**config.mk**
```make
export PLATFORM = sky130hd
export DESIGN_NAME = fetch_queue_unit
export DESIGN_NICKNAME = d
export VERILOG_FILES = /design/src/rtl/fetch_queue_unit.sv
export SDC_FILE = /design/constraint.sdc
export NUM_CORES = 1
export LEC_CHECK = 0
export BUFFER_PORTS_ARGS = -buffer_cell sky130_fd_sc_hd__buf_4
export CORE_MARGIN = 2
export CORE_UTILIZATION = 53
export DETAILED_ROUTE_END_ITERATION = 8
export PLACE_DENSITY = 0.76
export RECOVER_POWER = 25
export SYNTH_ARGS = -nofsm -noshare
export SYNTH_HDL_FRONTEND = slang
export SYNTH_SLANG_ARGS = --single-unit
```
**constraint.sdc**
```tcl
create_clock -name clk_i -period 3.7 [get_ports clk_i]
set_input_delay 1.11 -clock clk_i [delete_from_list [all_inputs] [get_ports clk_i]]
set_output_delay 1.11 -clock clk_i [all_outputs]
set_load 0.02 [all_outputs]
```
**src/rtl/fetch_queue_unit.sv**
```systemverilog
// Instruction-fetch front end: owns the fetch PC, keeps up to MAX_OUT word requests in flight and
// queues returned words with their PC+4 for IF/ID. A branch redirect flushes the queue and discards
// any responses that are still in flight.
module fetch_queue_unit #(
  parameter int          DEPTH    = 4,
  parameter int          MAX_OUT  = 2,
  parameter logic [31:0] RESET_PC = 32'h0
) (
  input  logic        clk_i,
  input  logic        rst_i,
  output logic        imem_req_o,
  output logic [31:0] imem_addr_o,
  input  logic        imem_rvalid_i,
  input  logic [31:0] imem_rdata_i,
  output logic        instr_valid_o,
  input  logic        instr_ready_i,
  output logic [31:0] instr_o,
  output logic [31:0] pc_plus4_o,
  input  logic        redirect_i,
  input  logic [31:0] redirect_pc_i
);

  localparam int PW = (DEPTH > 1) ? $clog2(DEPTH) : 1;
  localparam int CW = $clog2(DEPTH + 1);
  localparam logic [CW:0] MAX_OUT_C = (CW+1)'(MAX_OUT);
  localparam logic [CW:0] DEPTH_C   = (CW+1)'(DEPTH);

  logic [31:0]   fetch_pc;
  logic [31:0]   resp_pc;
  logic [CW-1:0] live;
  logic [CW-1:0] stale;
  logic [CW-1:0] count;
  logic [PW-1:0] rd_ptr;
  logic [PW-1:0] wr_ptr;
  logic [31:0]   q_instr [DEPTH];
  logic [31:0]   q_pc4   [DEPTH];

  logic          issue;
  logic          drop;
  logic          push;
  logic          pop;
  logic          rsp_any;
  logic [CW:0]   inflight;
  logic [CW:0]   occupied;
  logic [31:0]   target_pc;

  always_comb begin
    inflight  = {1'b0, live} + {1'b0, stale};
    occupied  = {1'b0, count} + {1'b0, live};
    target_pc = {redirect_pc_i[31:2], 2'b00};
    // Credit rule: every live request already owns a queue slot, so a push can never overflow.
    issue     = !rst_i && !redirect_i && (inflight < MAX_OUT_C) && (occupied < DEPTH_C);
    rsp_any   = imem_rvalid_i && ((live != '0) || (stale != '0));
    drop      = imem_rvalid_i && (stale != '0);
    push      = imem_rvalid_i && (stale == '0) && (live != '0);
    instr_valid_o = (count != '0) && !redirect_i;
    pop       = instr_valid_o && instr_ready_i;
    imem_req_o  = issue;
    imem_addr_o = fetch_pc;
    instr_o     = (count != '0) ? q_instr[rd_ptr] : 32'h0;
    pc_plus4_o  = (count != '0) ? q_pc4[rd_ptr]   : 32'h0;
  end

  // Control state: PCs, in-flight accounting, queue pointers and occupancy
  always_ff @(posedge clk_i) begin
    if (rst_i) begin
      fetch_pc <= RESET_PC;
      resp_pc  <= RESET_PC;
      live     <= '0;
      stale    <= '0;
      count    <= '0;
      rd_ptr   <= '0;
      wr_ptr   <= '0;
    end else if (redirect_i) begin
      // Everything still in flight becomes stale; a response landing now is already discarded.
      fetch_pc <= target_pc;
      resp_pc  <= target_pc;
      live     <= '0;
      stale    <= stale + live - CW'(rsp_any);
      count    <= '0;
      rd_ptr   <= '0;
      wr_ptr   <= '0;
    end else begin
      if (issue) fetch_pc <= fetch_pc + 32'd4;
      if (push) begin
        resp_pc <= resp_pc + 32'd4;
        wr_ptr  <= wr_ptr + PW'(1);
      end
      if (pop) rd_ptr <= rd_ptr + PW'(1);
      live  <= live + CW'(issue) - CW'(push);
      stale <= stale - CW'(drop);
      count <= count + CW'(push) - CW'(pop);
    end
  end

  // Queue storage: data only, never reset; occupancy masks stale contents
  always_ff @(posedge clk_i) begin
    if (push && !redirect_i) begin
      q_instr[wr_ptr] <= imem_rdata_i;
      q_pc4[wr_ptr]   <= resp_pc + 32'd4;
    end
  end

endmodule
```
==> metrics <==
status=finished, final reports clean; first-pass GRT wire length=47300 um; P per Cell Area=between 400 and 500 mW/mm^2; routed via count=8986; die area=0.0281 sq mm; largest family of logic cells by synthesized area=simple AND/OR/NAND/NOR gates; Worst EP required=2.59 ns; initial antenna violation count=0; WL met2=between 10000 and 15000 um; Setup Viol. Count Final=0; adder-cell share of the synthesized area=2.24%; clk_skew=~0.022 ns; Setup CP Type=reg2out; Avg Cell Area, Syn=14.0 sq um; Sw Ratio=between 20% and 30%; maximum number of pins on one net before global-route repair=70; RSZ-0062 raised after global routing=false; Synth Flop Type=edfxtp_1; post-synthesis xor/xnor area fraction=4.13%; row count=59; htree depth=2; GRT Total Usage=21.3%; Tmin final=roughly 3.5 ns; vias in the first global route=8589; Post-synth EDFFs=248; sw power=1.93 mW; f_max=0.287 GHz; post-synth cell types=61; RD Place Congestion=0.866; final worst path period share=94.1%; Syn Std Cell Area=about 0.014 sq mm; Antenna Cells=0; Register Area=0.00895 sq mm; sequential group share of total power=48.6%; Max-Cap Viols=0; CTS Buffer Depth=3; CP Launch Type=flip-flop; sequential area share after synthesis=63.0%; DRC viols=0; metal3 WL=1950 um; CP Capture Type=primary output; CTS Hold Bufs=0; Fillers=1892; Sink Count=323; Cells after Synth=roughly 1000; Top Layer Used=met4; Initial DRT Pass Iterations=5; Worst VDD drop=0.331 mV; CP Data Arrival Time=2.37 ns; Setup WS post-layout=around 0.22 ns; Multi-input gate area=a little under 0.005 sq mm; Worst Tran Pin Value=1.35 ns; worst-path fanout max=11; post_cts resized=0; core region area=0.0262 sq mm; mux share of post-synthesis cell area=slightly below 10%; pre-CTS WS=0.454 ns; P_leak=5.73 nW; antenna viol nets, final=0; #FFs+latches synth=between 300 and 400; post-synthesis simple-gate area fraction=between 10% and 20%; Hold Violations, Final=0; share of flip-flops with an asynchronous set or reset=0%; boundary pin count=approximately 170; Setup TNS Final=0 ns; GR Overflow Total=0; Logic pwr share=9.7%; Met1 Routed Length=between 10000 and 15000 um; most frequent cells in the layout=248 x edfxtp_1, 146 x buf_4, 73 x dfxtp_1; compound-gate portion of the synthesized area=5.82%; r2r setup slk=between 0.6 and 0.7 ns; latest clock arrival within the worst-skew pair=0.52 ns; Slew headroom=10.1%; Post-CTS Setup Repair Bufs=0; worst min-delay path category=reg2reg; vias per cell=5.86; die width=168 um; initial DRC count=748; TritonCTS Buffers=34; Synth-to-Final Area Change=19.3%; wire length per cell=19.7 um; chip height=168 um; YS warnings=0; Clk pwr share=41.6%; P_int=around 6.5 mW; Initial Utilization=between 50 and 60%; nets=1266; most common cell after layout, fill and taps aside=edfxtp_1; clock-pin slew on the worst setup and hold paths=approximately 0.060 ns; Post-Route WL=30200 um; clk root buf=clkbuf_16; Final Max Slew Viols=0; # port buffers=160; CTS tree=built; hpwl dp=19200 um; layout cells sized above 1=23.3%
-- cell type report --
type                    count  area share (%)
repair buffers            190            8.51
multi-input cells         589            28.6
clock buffers              41            5.30
inverters                  36           0.797
flip-flops and latches    323            52.8
well taps                 335            2.47
clock inverters            19            1.54
-- Yosys cell counts (14+ instances only) --
| library cell | number | share of area (%) |
|---|---|---|
| xor2_1 | 24 | 1.5 |
| edfxtp_1 | 248 | 52 |
| nand2_1 | 50 | 1.3 |
| xnor2_1 | 43 | 2.7 |
| a21oi_1 | 25 | 0.88 |
| clkbuf_1 | 44 | 1.2 |
| ha_1 | 19 | 1.7 |
| nor3_1 | 18 | 0.63 |
| nor4_1 | 14 | 0.62 |
| nand3_1 | 27 | 0.95 |
| a211oi_1 | 17 | 0.90 |
| nor2_1 | 57 | 1.5 |
| inv_1 | 36 | 0.95 |
| nand4_1 | 27 | 1.2 |
| dfxtp_1 | 75 | 11 |
| a31oi_1 | 14 | 0.62 |
| mux4_2 | 62 | 9.8 |
| nor2b_1 | 65 | 2.9 |
-- final timing paths --
check             from          to  depth (start not counted)
max reg2reg    live[1]     live[2]                         13
max            live[1]  imem_req_o                          8
min          wr_ptr[1]   wr_ptr[1]                          2
min reg2reg  wr_ptr[1]   wr_ptr[1]                          2
-- worst max-delay path, cell delays in order (launching register included) --
cell and delay [ns]:
dfxtp_1 0.42, inv_1 0.14, fa_1 0.45, nor2b_1 0.14, a31oi_1 0.17, buf_4 0.20, or2_1 0.13, inv_1 0.05
buf_4 0.15
-- flip-flops by register name, indices dropped and copies added (netlist names), named ones only --
| register | cells |
|---|---|
| q_instr | 128 |
| wr_ptr | 2 |
| imem_addr_o | 30 |
| resp_pc | 30 |
| q_pc4 | 120 |
| stale | 3 |
| rd_ptr | 2 |
| live | 3 |
| count | 3 |
-- cells by family after synthesis --
| kind of cell | after synthesis |
|---|---|
| compound gates | 118 |
| xor+xnor | 67 |
| buf+inv | 104 |
| simple gates | 315 |
| flops | 323 |
| mux | 62 |
| other cells | 1 |
| fa+ha+maj | 23 |
-- power by group through the flow --
stage	Combinational [mW]	Clock, mW	Sequential (mW)
after detailed placement	0.832	0	4.18
after floorplan	0.525	0	4.17
after global placement	0.813	0	4.17
after CTS	0.839	3.57	4.10
final	0.821	3.51	4.10
after global routing	0.917	3.70	4.11
-- through the flow --
stage                     total power [mW]  instance area (sq um)  util [%]  hold WS, ns  cells
after global placement                4.99                  15900      60.7        0.485   1473
after global routing                  8.73                  16900      64.7        0.527   1533
after CTS                             8.51                  17100      65.2        0.502   1533
after detailed placement              5.01                  15900      60.7        0.494   1473
after floorplan                       4.70                  14200         -        0.469   1016
final                                 8.44                  16900      64.7        0.500   1533
-- routing by layer --
metal | global-route usage, % | vias to the layer above
li1 | - | 4160
met1 | 31.2 | 4441
met2 | 34.1 | 349
met3 | 3.31 | 36
met4 | 4.80 | 0
met5 | 0 | -
Power figures use the tool's default switching activity.
